<file path="src/rtl/yarp_pkg.sv">
// Shared types for the load/store unit.
//   lsu_size_t  : access size encoding as it arrives from decode (11 is treated as WORD)
//   lsu_state_t : load/store FSM states
package yarp_pkg;

  typedef enum logic [1:0] {
    BYTE = 2'b00,
    HALF = 2'b01,
    WORD = 2'b10
  } lsu_size_t;

  typedef enum logic [1:0] {
    IDLE,
    REQ,
    WAIT,
    DONE
  } lsu_state_t;

endpackage

</file>
<file path="src/rtl/load_store_unit_if.sv">
// Data-bus handshake bundle between the load/store unit and the memory side.
//   master : LSU side, drives request/address/enables/write data, receives grant/response
//   slave  : memory side, the mirror image
interface load_store_unit_if;

  logic        bus_req_o;
  logic [31:0] bus_addr_o;
  logic        bus_we_o;
  logic [3:0]  bus_be_o;
  logic [31:0] bus_wdata_o;
  logic        bus_gnt_i;
  logic        bus_rvalid_i;
  logic [31:0] bus_rdata_i;
  logic        bus_err_i;

  modport master (
    output bus_req_o, bus_addr_o, bus_we_o, bus_be_o, bus_wdata_o,
    input  bus_gnt_i, bus_rvalid_i, bus_rdata_i, bus_err_i
  );

  modport slave (
    input  bus_req_o, bus_addr_o, bus_we_o, bus_be_o, bus_wdata_o,
    output bus_gnt_i, bus_rvalid_i, bus_rdata_i, bus_err_i
  );

endinterface

</file>
<file path="src/rtl/lsu_align.sv">
// Combinational byte-lane logic for the load/store unit.
//   size/offset/zero_extnd : access size, addr[1:0], load extension mode
//   wr_data -> wr_data_rep : store data replicated across the lanes it may land in
//   byte_en                : byte enables for the addressed lanes
//   rd_data_raw -> rd_data_ext : bus word right-aligned and sign/zero-extended
//   misaligned             : HALF on an odd address or WORD not on a word boundary
module lsu_align
  import yarp_pkg::*;
(
  input  logic [1:0]  size,
  input  logic [1:0]  offset,
  input  logic        zero_extnd,
  input  logic [31:0] wr_data,
  input  logic [31:0] rd_data_raw,
  output logic [3:0]  byte_en,
  output logic [31:0] wr_data_rep,
  output logic [31:0] rd_data_ext,
  output logic        misaligned
);

  lsu_size_t   sz;
  logic [31:0] shifted;

  assign sz      = lsu_size_t'(size);
  assign shifted = rd_data_raw >> {offset, 3'b000};

  // Defaults describe a WORD access, which also covers the unused 11 encoding.
  always_comb begin
    byte_en     = 4'b1111;
    wr_data_rep = wr_data;
    rd_data_ext = shifted;
    misaligned  = (offset != 2'b00);
    case (sz)
      BYTE: begin
        byte_en     = 4'b0001 << offset;
        wr_data_rep = {4{wr_data[7:0]}};
        rd_data_ext = zero_extnd ? {24'h0, shifted[7:0]}
                                 : {{24{shifted[7]}}, shifted[7:0]};
        misaligned  = 1'b0;
      end
      HALF: begin
        byte_en     = 4'b0011 << offset;
        wr_data_rep = {2{wr_data[15:0]}};
        rd_data_ext = zero_extnd ? {16'h0, shifted[15:0]}
                                 : {{16{shifted[15]}}, shifted[15:0]};
        misaligned  = offset[0];
      end
      default: ;
    endcase
  end

endmodule

</file>
<file path="src/rtl/load_store_unit.sv">
// Load/store unit: sits between execute and the external data bus.
//   clk, reset_n        : clock, asynchronous active-low reset
//   lsu_* inputs        : request from execute, held stable while lsu_stall_o is high
//   lsu_stall_o         : combinational stall back to the core
//   lsu_done_o etc.     : one-cycle completion pulse with load data and error flags
//   bus (master)        : request/grant/response data bus
module load_store_unit
  import yarp_pkg::*;
#(
  parameter int TIMEOUT_CYCLES = 255
) (
  input  logic        clk,
  input  logic        reset_n,
  input  logic        lsu_req_i,
  input  logic        lsu_wr_i,
  input  logic [31:0] lsu_addr_i,
  input  logic [31:0] lsu_wr_data_i,
  input  logic [1:0]  lsu_size_i,
  input  logic        lsu_zero_extnd_i,
  output logic        lsu_stall_o,
  output logic        lsu_done_o,
  output logic [31:0] lsu_rd_data_o,
  output logic        lsu_misaligned_o,
  output logic        lsu_err_o,
  load_store_unit_if.master bus
);

  localparam int CNT_W = $clog2(TIMEOUT_CYCLES + 1);
  localparam logic [CNT_W-1:0] CNT_MAX = CNT_W'(TIMEOUT_CYCLES);

  lsu_state_t       state;
  logic [CNT_W-1:0] wait_cnt;
  logic [3:0]       byte_en;
  logic [31:0]      wr_data_rep;
  logic [31:0]      rd_data_ext;
  logic             misaligned;

  // Read-side alignment uses the live lsu inputs: the core holds them
  // stable for the whole access because it is stalled.
  lsu_align u_align (
    .size        (lsu_size_i),
    .offset      (lsu_addr_i[1:0]),
    .zero_extnd  (lsu_zero_extnd_i),
    .wr_data     (lsu_wr_data_i),
    .rd_data_raw (bus.bus_rdata_i),
    .byte_en     (byte_en),
    .wr_data_rep (wr_data_rep),
    .rd_data_ext (rd_data_ext),
    .misaligned  (misaligned)
  );

  // Released in the DONE cycle so the core advances at the end of it.
  assign lsu_stall_o = lsu_req_i & (state != DONE);

  always_ff @(posedge clk or negedge reset_n) begin
    if (!reset_n) begin
      state            <= IDLE;
      wait_cnt         <= '0;
      bus.bus_req_o    <= 1'b0;
      bus.bus_addr_o   <= '0;
      bus.bus_we_o     <= 1'b0;
      bus.bus_be_o     <= '0;
      bus.bus_wdata_o  <= '0;
      lsu_done_o       <= 1'b0;
      lsu_rd_data_o    <= '0;
      lsu_misaligned_o <= 1'b0;
      lsu_err_o        <= 1'b0;
    end else begin
      lsu_done_o <= 1'b0;
      case (state)
        IDLE: begin
          if (lsu_req_i) begin
            if (misaligned) begin
              state            <= DONE;
              lsu_done_o       <= 1'b1;
              lsu_misaligned_o <= 1'b1;
              lsu_err_o        <= 1'b0;
              lsu_rd_data_o    <= '0;
            end else begin
              state           <= REQ;
              bus.bus_req_o   <= 1'b1;
              bus.bus_addr_o  <= {lsu_addr_i[31:2], 2'b00};
              bus.bus_we_o    <= lsu_wr_i;
              bus.bus_be_o    <= byte_en;
              bus.bus_wdata_o <= wr_data_rep;
            end
          end
        end
        // A response arriving before the grant is not ours and is ignored.
        REQ: begin
          if (bus.bus_gnt_i) begin
            state         <= WAIT;
            bus.bus_req_o <= 1'b0;
            wait_cnt      <= '0;
          end
        end
        WAIT: begin
          if (bus.bus_rvalid_i) begin
            state            <= DONE;
            lsu_done_o       <= 1'b1;
            lsu_misaligned_o <= 1'b0;
            lsu_err_o        <= bus.bus_err_i;
            lsu_rd_data_o    <= bus.bus_we_o ? 32'h0 : rd_data_ext;
          end else if (wait_cnt == CNT_MAX) begin
            state            <= DONE;
            lsu_done_o       <= 1'b1;
            lsu_misaligned_o <= 1'b0;
            lsu_err_o        <= 1'b1;
            lsu_rd_data_o    <= '0;
          end else begin
            wait_cnt <= wait_cnt + CNT_W'(1);
          end
        end
        DONE: state <= IDLE;
        default: state <= IDLE;
      endcase
    end
  end

endmodule

</file>
<file path="src/flat_wrapper.sv">
// flat-port wrapper written by rule: the top's interface ports become plain ports
module load_store_unit_flat import yarp_pkg::*;
#(
  parameter int TIMEOUT_CYCLES = 255
)
  (clk, reset_n, lsu_req_i, lsu_wr_i, lsu_addr_i, lsu_wr_data_i, lsu_size_i, lsu_zero_extnd_i, lsu_stall_o, lsu_done_o, lsu_rd_data_o, lsu_misaligned_o, lsu_err_o, bus_bus_req_o, bus_bus_addr_o, bus_bus_we_o, bus_bus_be_o, bus_bus_wdata_o, bus_bus_gnt_i, bus_bus_rvalid_i, bus_bus_rdata_i, bus_bus_err_i);
  load_store_unit_if bus_i ();
  input  logic clk;
  input  logic reset_n;
  input  logic lsu_req_i;
  input  logic lsu_wr_i;
  input  logic [31:0] lsu_addr_i;
  input  logic [31:0] lsu_wr_data_i;
  input  logic [1:0] lsu_size_i;
  input  logic lsu_zero_extnd_i;
  output logic lsu_stall_o;
  output logic lsu_done_o;
  output logic [31:0] lsu_rd_data_o;
  output logic lsu_misaligned_o;
  output logic lsu_err_o;
  output wire logic [$bits(bus_i.bus_req_o)-1:0] bus_bus_req_o;
  output wire logic [$bits(bus_i.bus_addr_o)-1:0] bus_bus_addr_o;
  output wire logic [$bits(bus_i.bus_we_o)-1:0] bus_bus_we_o;
  output wire logic [$bits(bus_i.bus_be_o)-1:0] bus_bus_be_o;
  output wire logic [$bits(bus_i.bus_wdata_o)-1:0] bus_bus_wdata_o;
  input wire logic [$bits(bus_i.bus_gnt_i)-1:0] bus_bus_gnt_i;
  input wire logic [$bits(bus_i.bus_rvalid_i)-1:0] bus_bus_rvalid_i;
  input wire logic [$bits(bus_i.bus_rdata_i)-1:0] bus_bus_rdata_i;
  input wire logic [$bits(bus_i.bus_err_i)-1:0] bus_bus_err_i;
  assign bus_bus_req_o = bus_i.bus_req_o;
  assign bus_bus_addr_o = bus_i.bus_addr_o;
  assign bus_bus_we_o = bus_i.bus_we_o;
  assign bus_bus_be_o = bus_i.bus_be_o;
  assign bus_bus_wdata_o = bus_i.bus_wdata_o;
  assign bus_i.bus_gnt_i = bus_bus_gnt_i;
  assign bus_i.bus_rvalid_i = bus_bus_rvalid_i;
  assign bus_i.bus_rdata_i = bus_bus_rdata_i;
  assign bus_i.bus_err_i = bus_bus_err_i;
  load_store_unit #(.TIMEOUT_CYCLES(TIMEOUT_CYCLES)) u_core (.clk(clk), .reset_n(reset_n), .lsu_req_i(lsu_req_i), .lsu_wr_i(lsu_wr_i), .lsu_addr_i(lsu_addr_i), .lsu_wr_data_i(lsu_wr_data_i), .lsu_size_i(lsu_size_i), .lsu_zero_extnd_i(lsu_zero_extnd_i), .lsu_stall_o(lsu_stall_o), .lsu_done_o(lsu_done_o), .lsu_rd_data_o(lsu_rd_data_o), .lsu_misaligned_o(lsu_misaligned_o), .lsu_err_o(lsu_err_o), .bus(bus_i));
endmodule
</file>
<file path="config.mk">
export PLATFORM = sky130hd
export DESIGN_NAME = load_store_unit_flat
export DESIGN_NICKNAME = d
export VERILOG_FILES = /design/src/rtl/yarp_pkg.sv /design/src/rtl/load_store_unit_if.sv /design/src/rtl/lsu_align.sv /design/src/rtl/load_store_unit.sv /design/src/flat_wrapper.sv
export SDC_FILE = /design/constraint.sdc
export NUM_CORES = 1
export LEC_CHECK = 0
export ABC_CLOCK_PERIOD_IN_PS = 3100
export CAP_MARGIN = 25
export CORE_UTILIZATION = 40
export DETAILED_ROUTE_END_ITERATION = 10
export PLACE_DENSITY = 0.71
export SETUP_SLACK_MARGIN = 0.4
export SLEW_MARGIN = 20
export SYNTH_ARGS = -nofsm -noshare
export SYNTH_HDL_FRONTEND = slang
export SYNTH_SLANG_ARGS = --single-unit
</file>
<file path="constraint.sdc">
create_clock -name clk -period 3.1 [get_ports clk]
set_clock_uncertainty 0.15 [all_clocks]
set_input_delay 0.93 -clock clk [delete_from_list [all_inputs] [get_ports clk]]
set_output_delay 0.93 -clock clk [all_outputs]
set_load 0.01 [all_outputs]
</file>
# Word-level counts from Yosys, hierarchy flattened
# Cells that the tools add are included.
# classes
n_addsub,1
n_eq_ne,13
shift,3
muxes,41
bitwise_logic,2
n_reduce_logical,11
# op_table
op,count
32-bit two-way mux,7
32-bit case mux with 2 select lines,3
32-bit by 5-bit right shift with 32-bit output,1
8-bit two-way mux,3
8-bit case mux with 2 select lines,1
1-bit two-way mux,15
2-bit != test (second input constant),6
4-bit AND reduction,3
2-bit two-way mux,5
1-bit case mux with 2 select lines,5
8-bit by 1-bit adder with 8-bit output (second input constant),1
8-bit == test (second input constant),1
2-bit case mux with 4 select lines,1
4-bit case mux with 2 select lines,1
2-bit nonzero test,4
3-bit AND reduction,2
2-bit by 1-bit == test with 1-bit output (second input constant),2
2-bit == test (second input constant),2
2-bit zero test,2
1-bit by 2-bit left shift with 4-bit output (first input constant),1
2-bit by 2-bit left shift with 4-bit output (first input constant),1
3-bit by 2-bit != test with 1-bit output (second input constant),1
2-bit by 1-bit != test with 1-bit output (second input constant),1
1-bit AND,1
1-bit inverter,1
# totals
ff_bits,113
output_inout_bits,106
word_cells,82

# Depth between registers and ports, before layout
# Gate-level depths: netlist of run 1.
# depth
word_depth,6
ltp_mapped,9
ltp_nobuf,6

# Modules after synthesis
# Synthesis of run 1 repeated with hierarchy kept, for this count alone.
# hier_totals
cells_unflattened,506
hier_area_um2,5884.4
# modules_own_cells
module,instances,cells_per_inst,area_each_um2
load_store_unit,1,308,4504.3
lsu_align,1,198,1380.1

# Worst setup path before layout of run 1
# Ideal clock, no wire load.
# synth_path
path_kind,input -> register
startpoint,input port lsu_size_i[0]
endpoint,register u_core.bus.bus_addr_o[28]
arrival_ns,2.051
t_required_ns,2.825
slack_ns,0.774
cell_stages,6
n_path_buf,3
cell_sequence,buf_2 > nor2_4 > o21bai_2 > buf_2 > buf_2 > mux2_2
# synth_via
elab_chain_len,4
word_cells_on_any_way,5
# synth_lines
item,line,source
from (decl),flat_wrapper.sv:14,input logic [1:0] lsu_size_i;
2-bit by 1-bit == test with 1-bit output or 2-bit zero test (tied branches),lsu_align.sv:33,case (sz)
1-bit case mux with 2 select lines (*),lsu_align.sv:33,
1-bit inverter (no source line) (*),-,
3-bit AND reduction (no source line) (*),-,
to (signal assigned),load_store_unit.sv:82,"bus.bus_addr_o <= {lsu_addr_i[31:2], 2'b00};"
to (decl),load_store_unit_if.sv:17,"output bus_req_o, bus_addr_o, bus_we_o, bus_be_o, bus_wdata_o,"
# Mark *: on every way between the ends. The rest lies on a longest branch, timed or not.
# A chain may end at the register's enable or synchronous reset.

# Worst setup path in the final report of run 1
# layout_path
startpoint,input port lsu_addr_i[1]
endpoint,register u_core.lsu_rd_data_o[20]
# layout_via
elab_chain_len,6
word_cells_on_any_way,11
# layout_lines
item,line,source
from (decl),flat_wrapper.sv:12,input logic [31:0] lsu_addr_i;
32-bit by 5-bit right shift with 32-bit output,lsu_align.sv:25,"assign shifted = rd_data_raw >> {offset, 3'b000};"
"32-bit two-way mux, on equally long branches","lsu_align.sv:44, lsu_align.sv:37",
32-bit case mux with 2 select lines,lsu_align.sv:33,
32-bit two-way mux,load_store_unit.sv:103,lsu_rd_data_o <= bus.bus_we_o ? 32'h0 : rd_data_ext;
32-bit two-way mux,load_store_unit.sv:98,if (bus.bus_rvalid_i) begin
32-bit case mux with 2 select lines,load_store_unit.sv:70,case (state)
to (signal assigned),load_store_unit.sv:103,
to (decl),load_store_unit.sv:22,"output logic [31:0] lsu_rd_data_o,"
# Parallel ways exist; a longest one is shown, timed or not.

==> flow_summary.toml, run 1 <==
[status]
status = "finished clean"

[detailed_routing]
wirelength_um = 16300
drtIter0Drc = 313
avgRoutedWirePerCell_um = 18.0
vias = 4808
dr.pass1.iters = 5
remaining_drc_errors = 0
postRouteAntennaNets = 0
vias_per_cell = 5.30

[global_route]
grt_pass1_vias = 4686
grt_max_degree = 93
grt_pass1_wl_um = 25400
met1_usage = 0.304
use_met2 = 0.355
grt_util_all_layers = 0.229
antenna_found_initial = 0
busiest_layer = "met2"
grt.met3_usage = 0.0613
gr-total-overflow = 0

[setup_path]
crit_arrival_ns = 2.71
critPathSlowestCell = "clkdlybuf4s50_1"
crit_required_ns = 3.25
crit_chain = "clkdlybuf4s50_1 > buf_12 > mux2i_1 > nor3_1 > o32a_4 > a22o_1"
critical_path_class = "input port to flop"
crit_path_end_kind = "flop"
r2r_cells = 7
crit_fanout = 24
slowest_delay_ns = 0.51
critPathLaunchType = "input port"

[timing]
worstMarginPinSlew_ns = 0.517
slew_violations = 0
whs_ns = 0.255
relSlewSlack = 0.654
rsz0062_at_grt = "false"
finalSetupViolations = 0
period_needed_ns = 2.55
max_freq_mhz = 391
timing.final.crit_share = 0.824
hold_violations = 0
finalSetupTns_ns = 0

[power]
leakage_nw = 3.73
pwr_density_cell_mw_per_mm2 = 916
ir_drop_mv = 0.540

[cts]
path_clk_slew_ns = 0.06
cts_made_buffers = 17
cts_tree = "yes"
clkSinkCount = 113
clk_latency_ns = 0.42
h-tree-depth = 4
clk_path_buf_depth = 2
cts-root-buf = "clkbuf_16"

[logic_synthesis]
ys_types = 56
synth-seq-cells = 113
syn-cell-area_mm2 = 0.00563
ys_seq_area_frac = 0.502
ys_async_sr_fraction = 1.00
yosys.area.top_type = "dfrtp_1"
ys.flop_type = "dfrtp_1"
synth_area_leaders = "dfrtp_1 (50%), mux2_2 (8.2%), mux2i_1 (8.0%), o21ai_0 (3.5%), nand2_1 (3.4%)"
yosys_warnings = 0
synthCells = 502
netlist.area_leader.share = 0.502
avgSynthCellArea_um2 = 11.2
synth_edf_count = 0

[die]
die_x_um = 121
coreArea_mm2 = 0.0135
ios = 212
die_area_mm2 = 0.0146
initial_utilization = 0.417
die_height_um = 121
std_cell_rows = 42

[final_layout]
multi_input_area_mm2 = 0.00258
fin_cells = 907
area_growth_pct = 53.0
final_util = 0.638
drive_gt1_frac = 0.149
diodes = 0
fillers = 1038
fin_nets = 829
seqCellArea_mm2 = 0.00283

[placed_design]
place_hpwl_um = 11900
portBuffers = 209
place.gp.congestion = 0.838
dp_cells = 875

[run]
cap_violations = 0

[worst_hold_path]
hold_class = "input port to async pin"
metal layers:
| metal | up-vias | wire [um] |
|---|---|---|
| li1 | 2267 | - |
| met1 | 2343 | 7110 |
| met2 | 171 | 7790 |
| met3 | 27 | 1040 |
| met4 | 0 | 337 |
| met5 | - | 0 |
through the flow:
step	power, mW	setup slack, ns	cell area, um2
after global placement	5.61	-0.0794	7950
final	7.88	0.546	8610
after floorplan	3.90	0.774	5630
after global routing	8.28	0.485	8610
after detailed placement	5.70	-0.0811	7950
after CTS	7.94	0.558	8610
logic make-up after synthesis:
logic type	count (synthesis)	share of synthesized area
buf+inv	44	0.0413
simple gates	116	0.100
flops	113	0.502
compound gates	130	0.166
xor+xnor	1	0.00156
fa+ha+maj	5	0.0111
mux	92	0.177
other cells	1	0.000666
where the power goes:
part	internal, mW	switching (mW)	leakage, nW
Combinational	1.82	1.34	1.98
Sequential	2.12	0.377	1.43
Clock	1.55	0.674	0.320
flip-flops by register name, indices dropped and copies added (netlist names):
register and flops:
u_core.bus.bus_addr_o 30, u_core.bus.bus_be_o 4, u_core.bus.bus_req_o 1, u_core.bus.bus_wdata_o 32, u_core.bus.bus_we_o 1, u_core.lsu_done_o 1
u_core.lsu_err_o 1, u_core.lsu_misaligned_o 1, u_core.lsu_rd_data_o 32, u_core.state 2, u_core.wait_cnt 8
final timing paths:
check,startpoint,to,slack (ns)
setup reg to reg,u_core.state[0]$_DFFE_PN0P_,u_core.lsu_rd_data_o[7]$_DFFE_PN0P_,0.78
hold reg to reg,u_core.bus.bus_wdata_o[22]$_DFFE_PN0P_,u_core.bus.bus_wdata_o[22]$_DFFE_PN0P_,0.33
max in group asynchronous,reset_n,u_core.lsu_done_o$_DFF_PN0_,1.74
min in group clk,u_core.bus.bus_wdata_o[22]$_DFFE_PN0P_,u_core.bus.bus_wdata_o[22]$_DFFE_PN0P_,0.33
hold / removal,reset_n,u_core.bus.bus_wdata_o[24]$_DFFE_PN0P_,0.25
setup / recovery,lsu_addr_i[1],u_core.lsu_rd_data_o[20]$_DFFE_PN0P_,0.55
cell usage after synthesis (all sizes together) (3+ instances only):
library cell	n
o21ai	41
a211oi	15
dfrtp	113
clkbuf	11
o2bb2ai	16
a22o	17
nand4	5
mux2i	45
nor2b	11
nand2	52
o21a	3
nor3	3
buf	25
ha	5
nand3	5
nand2b	4
a21oi	20
inv	8
nor2	23
nor4	3
mux2	46
placed cells by master, fill, tap and decap left out, drive strengths merged, types with 6 or more instances in the layout:
| master | count |
|---|---|
| inv | 8 |
| clkdlybuf4s50 | 204 |
| mux2i | 45 |
| a211oi | 15 |
| nor2b | 11 |
| buf | 27 |
| clkbuf | 22 |
| o2bb2ai | 16 |
| nor2 | 23 |
| nand2 | 52 |
| a22o | 17 |
| o21ai | 41 |
| mux2 | 46 |
| a21oi | 20 |
| bufinv | 6 |
| dfrtp | 113 |
final cells by class:
type                       instances  area share
clock buffer                      22      0.0539
clock inverter                    10      0.0238
inverter                           8     0.00349
multi-input combinational        346       0.300
sequential                       113       0.328
tap                              176      0.0256
timing repair buffer             232       0.265
critical path, delay by kind of cell:
kind / cells / cell delay, ns
compound gates: 2 / 0.71
buf+inv: 2 / 0.69
simple gates: 1 / 0.09
mux: 1 / 0.28
timing repair:
action                                  CTS  global route
buffers inserted                          0             0
endpoints found under the setup margin    1             0
hold buffers                              0             0
gates resized for setup                   5             0
Power figures use the tool's default switching activity.
==> run 2: changes to the inputs <==
--- a/config.mk
+++ b/config.mk
@@ -5,11 +5,11 @@
 export SDC_FILE = /design/constraint.sdc
 export NUM_CORES = 1
 export LEC_CHECK = 0
-export ABC_CLOCK_PERIOD_IN_PS = 3100
+export ABC_CLOCK_PERIOD_IN_PS = 2200
 export CAP_MARGIN = 25
 export CORE_UTILIZATION = 40
 export DETAILED_ROUTE_END_ITERATION = 10
-export PLACE_DENSITY = 0.71
+export PLACE_DENSITY = 0.74
 export SETUP_SLACK_MARGIN = 0.4
 export SLEW_MARGIN = 20
 export SYNTH_ARGS = -nofsm -noshare
==> constraint.sdc (replaced) <==
create_clock -name clk -period 2.2 [get_ports clk]
set_clock_uncertainty 0.15 [all_clocks]
set_input_delay 0.66 -clock clk [delete_from_list [all_inputs] [get_ports clk]]
set_output_delay 0.66 -clock clk [all_outputs]
set_load 0.01 [all_outputs]
==> run 2 against run 1 <==
Against the previous run:
- core utilization is 8.3 points higher
- routed wire length is 22% higher
- die area stayed put
- power is 56% higher
- sequential power is 44% higher
- combinational power is 82% higher
- count of clock-buffer cells in the layout is 1 higher
- first-iteration DRC count is 14% higher
- critical path type is now flop to primary output
- critical endpoint is now lsu_stall_o
- highest routed layer unchanged
==> flow_summary.toml, run 2 (same netlist as run 1, synthesis figures left out) <==
[detailed_routing]
remaining_drc_errors = 0
wirelength_um = 19900
drtIter0Drc = 356
dr.pass1.iters = 5
vias = 5349
avgRoutedWirePerCell_um = 20.3
postRouteAntennaNets = 0
vias_per_cell = 5.46

[cts]
clkSinkCount = 113
clk_path_buf_depth = 2
cts-root-buf = "clkbuf_16"
path_clk_slew_ns = 0.05
clk_latency_ns = 0.41
cts_hold_buf = 0
cts_tree = "yes"
h-tree-depth = 4
cts_made_buffers = 17

[final_layout]
mostFrequentLayoutCell = "dfrtp_1"
area_growth_pct = 72.9
final_cell_mix = "dfrtp_1 (113), buf_2 (106), clkdlybuf4s50_1 (94)"
final_util = 0.721
fin_nets = 902
top_regs = "u_core.bus.bus_wdata_o (32), u_core.lsu_rd_data_o (32), u_core.bus.bus_addr_o (30)"
diodes = 0
drive_gt1_frac = 0.474
design_area_mm2 = 0.00973
fin_cells = 980

[timing]
finalSetupTns_ns = 0
finalSetupViolations = 0
slew_violations = 0
whs_ns = 0.0485
fin_ws_ns = 0.138
rsz0062_at_grt = "true"
timing.final.crit_share = 0.937
hold_violations = 0
max_freq_mhz = 485
relSlewSlack = 0.600
period_needed_ns = 2.06
worstMarginPinSlew_ns = 0.597

[power]
power_mw = 12.3
ir_drop_mv = 1.10
leakage_nw = 4.69
pwr_density_cell_mw_per_mm2 = 1260

[global_route]
grt.met3_usage = 0.0590
grt_pass1_vias = 5421
grt_pass1_wl_um = 28400
grt_max_degree = 33
grt_util_all_layers = 0.256
antenna_found_initial = 0
gr-total-overflow = 0
busiest_layer = "met2"
met1_usage = 0.319
use_met2 = 0.428

[run]
cap_violations = 0

[placed_design]
place_hpwl_um = 12400
dp_slack_ns = -0.504
placed_cell_area_mm2 = 0.00821
place.gp.congestion = 0.835
dp_cells = 899
portBuffers = 209

[setup_path]
crit_path_end_kind = "primary output"
crit_required_ns = 1.39
critPathLaunchType = "flop"
critical_path_class = "flop to primary output"
crit_chain = "ha_2 > nor2_1 > buf_2"
crit_arrival_ns = 1.25
crit_fanout = 3
r2r_slack_ns = 0.16
critPathSlowestCell = "dfrtp_1"
slowest_delay_ns = 0.41

[die]
std_cell_rows = 42
initial_utilization = 0.417
die_height_um = 121
die_area_mm2 = 0.0146
ios = 212
coreArea_mm2 = 0.0135
die_x_um = 121

[worst_hold_path]
hold_class = "input port to async pin"

[status]
status = "finished clean"
run 2: what timing repair did:
item / CTS / global route
gates resized for setup: 478 / 166
endpoints found under the setup margin: 215 / 112
setup buffers: 23 / 10
gates cloned: 8 / 8
pin swaps: 9 / 47
run 2: final timing paths:
kind / endpoint / startpoint / depth (start not counted)
worst max-delay path: lsu_stall_o / u_core.state[1]$_DFFE_PN0P_ / 3
worst min-delay path: u_core.bus.bus_addr_o[10]$_DFFE_PN0P_ / reset_n / 1
worst max register to register: u_core.lsu_rd_data_o[24]$_DFFE_PN0P_ / u_core.state[1]$_DFFE_PN0P_ / 9
worst min register to register: u_core.lsu_rd_data_o[9]$_DFFE_PN0P_ / u_core.lsu_rd_data_o[9]$_DFFE_PN0P_ / 1
max in group asynchronous: u_core.bus.bus_wdata_o[4]$_DFFE_PN0P_ / reset_n / 2
min in group clk: u_core.lsu_rd_data_o[9]$_DFFE_PN0P_ / u_core.lsu_rd_data_o[9]$_DFFE_PN0P_ / 1
run 2: worst max-delay path, delay by kind of cell (launching register included):
family	cells	cell delay, ns
DFF	1	0.41
adders and majority gates	1	0.20
buffers and inverters	1	0.14
and+or+nand+nor	1	0.08
run 2: metal layers:
layer | part of all wire | vias to the layer above
li1 | - | 2432
met1 | 0.41 | 2660
met2 | 0.51 | 218
met3 | 0.061 | 39
met4 | 0.025 | 0
met5 | 0 | -
run 2: area by class of cell:
class	instances	area (um2)
clock inverters	9	126
inverters	8	32.5
fillers	911	3770
clock buffers	23	498
multi-input cells	347	3250
flip-flops and latches	113	2830
repair buffers	304	2770
well taps	176	220
run 2: where the power goes:
part           switching, mW  leakage [nW]  internal (mW)
Clock                  0.959         0.309           1.93
Combinational           2.58          2.95           3.19
Sequential             0.622          1.43           2.99
==> run 3: changes to the inputs <==
--- a/config.mk
+++ b/config.mk
@@ -9,8 +9,10 @@
 export CAP_MARGIN = 25
 export CORE_UTILIZATION = 40
 export DETAILED_ROUTE_END_ITERATION = 10
-export PLACE_DENSITY = 0.74
+export PLACE_DENSITY = 0.81
+export REMOVE_ABC_BUFFERS = 1
 export SETUP_SLACK_MARGIN = 0.4
+export SKIP_CTS_REPAIR_TIMING = 1
 export SLEW_MARGIN = 20
 export SYNTH_ARGS = -nofsm -noshare
 export SYNTH_HDL_FRONTEND = slang
==> run 3 against run 2 <==
Against the previous run:
- setup slack better by 0.0020 ns
- critical path depth stayed put
- sequential share of layout area is 0.86 points higher
- cell area is 2.8% lower
- power is 4.2% lower
- hold slack better by 0.12 ns
- critical path type unchanged
- register-to-register slack hardly changed
- die area stayed put
- sequential power hardly changed
- clock power hardly changed
==> flow_summary.toml, run 3 (same netlist as run 1, synthesis figures left out) <==
[status]
status = "finished clean"

[die]
ios = 212
std_cell_rows = 42
initial_utilization = 0.417
coreArea_mm2 = 0.0135
die_x_um = 121
die_area_mm2 = 0.0146
die_height_um = 121

[placed_design]
place.gp.congestion = 0.812
portBuffers = 209
place_hpwl_um = 11800

[final_layout]
top_regs = "u_core.bus.bus_wdata_o (32), u_core.lsu_rd_data_o (32), u_core.bus.bus_addr_o (30)"
final_cell_mix = "dfrtp_1 (112), clkdlybuf4s50_1 (93), clkbuf_2 (75)"
fillers = 894
mostFrequentLayoutCell = "dfrtp_1"
diodes = 0
drive_gt1_frac = 0.407
area_growth_pct = 68.0
fin_nets = 908

[global_route]
grt_util_all_layers = 0.240
grt_pass1_vias = 5331
grt_max_degree = 114
antenna_found_initial = 1
grt_pass1_wl_um = 26800
gr-total-overflow = 0

[timing]
finalSetupViolations = 0
rsz0062_at_grt = "true"
hold_violations = 0
timing.final.crit_share = 0.937
period_needed_ns = 2.06
slew_violations = 0
worstMarginPinSlew_ns = 0.625
relSlewSlack = 0.583
max_freq_mhz = 485
whs_ns = 0.167

[power]
ir_drop_mv = 0.808
leakage_nw = 4.71
power_mw = 11.8
pwr_density_cell_mw_per_mm2 = 1240

[setup_path]
r2r_slack_ns = 0.17
rr_endpoint = "u_core.lsu_rd_data_o[4]$_DFFE_PN0P_"
crit_path_end_kind = "primary output"
crit_arrival_ns = 1.25
r2r_cells = 9
crit_chain = "ha_1 > nor2_1 > buf_2"
critical_path_class = "flop to primary output"
critPathLaunchType = "flop"
crit_required_ns = 1.39
crit_fanout = 3
critPathSlowestCell = "dfrtp_1"
slowest_delay_ns = 0.41
timing.rr.start = "u_core.state[0]$_DFFE_PN0P_"

[detailed_routing]
remaining_drc_errors = 0
avgRoutedWirePerCell_um = 19.8
wirelength_um = 19600
vias = 5460
dr.pass1.iters = 5
vias_per_cell = 5.54
postRouteAntennaNets = 0
drtIter0Drc = 312

[cts]
cts_made_buffers = 17
cts_tree = "yes"
h-tree-depth = 4
clk_path_buf_depth = 2
path_clk_slew_ns = 0.05
clk_latency_ns = 0.42
clkSinkCount = 113
cts-root-buf = "clkbuf_16"

[worst_hold_path]
hold_class = "input port to async pin"

[run]
cap_violations = 0
[run 3: cell types whose count changed in the layout (fill, tap and decap cells not counted), sizes merged]
cell           previous run  this run
clkdlybuf4s50            94        93
clkdlybuf4s15             2         0
clkbuf                   31       104
clkinv                    4         6
dlygate4sd2               6         0
dlymetal6s2s              0        35
bufinv                    3         4
inv                       9         8
buf                     194        99
[run 3: power breakdown]
group          internal (mW)  switching, mW
sequential              2.99          0.610
combinational           2.87           2.40
clock                   1.91          0.979
total                   7.77           3.99
[run 3: worst max path at each step]
stage / startpoint / endpoint / slack [ns] / cells after the start
after floorplan: lsu_size_i[1] / u_core.bus.bus_addr_o[10]$_DFFE_PN0P_ / -1.22 / 3
after global placement: lsu_size_i[0] / u_core.lsu_rd_data_o[20]$_DFFE_PN0P_ / -0.45 / 6
after detailed placement: lsu_size_i[0] / u_core.lsu_rd_data_o[20]$_DFFE_PN0P_ / -0.49 / 6
after CTS: lsu_req_i / lsu_stall_o / -0.49 / 4
after global routing: u_core.state[1]$_DFFE_PN0P_ / lsu_stall_o / 0.06 / 3
final: u_core.state[0]$_DFFE_PN0P_ / lsu_stall_o / 0.14 / 3
[run 3: critical path: cells and delay by family (launching register included)]
| kind | cells | cell delay, ns |
|---|---|---|
| simple gates | 1 | 0.08 |
| flops | 1 | 0.41 |
| fa+ha+maj | 1 | 0.21 |
| buf+inv | 1 | 0.13 |
[run 3: metal layers]
metal,share of wire,vias to the layer above,wire (um),track usage
met5,0.00046,-,9,0
met4,0.025,2,497,0.101
met3,0.094,43,1840,0.0962
met2,0.51,277,9880,0.399
met1,0.37,2709,7320,0.273
li1,-,2429,-,-
[run 3: area by class of cell]
type / instances / area (um2) / area share
Multi-Input combinational cell: 347 / 2910 / 0.307
Timing Repair Buffer: 310 / 2850 / 0.302
Sequential cell: 113 / 2830 / 0.299
Clock buffer: 21 / 450 / 0.0476
Tap cell: 176 / 220 / 0.0233
Clock inverter: 11 / 161 / 0.0171
Inverter: 8 / 37.5 / 0.00397
[run 3: stage by stage]
stage | std cells | cell area (um2) | utilization | setup slack (ns) | setup TNS [ns]
2_1_floorplan | 467 | 5430 | - | -1.22 | -82.28
3_3_place_gp | 895 | 8090 | 0.599 | -0.446 | -31.81
3_5_place_dp | 895 | 8090 | 0.599 | -0.490 | -34.13
4_1_cts | 927 | 8700 | 0.645 | -0.492 | -0.715
5_1_grt | 986 | 9460 | 0.700 | 0.0632 | 0
6_report | 986 | 9460 | 0.700 | 0.140 | 0
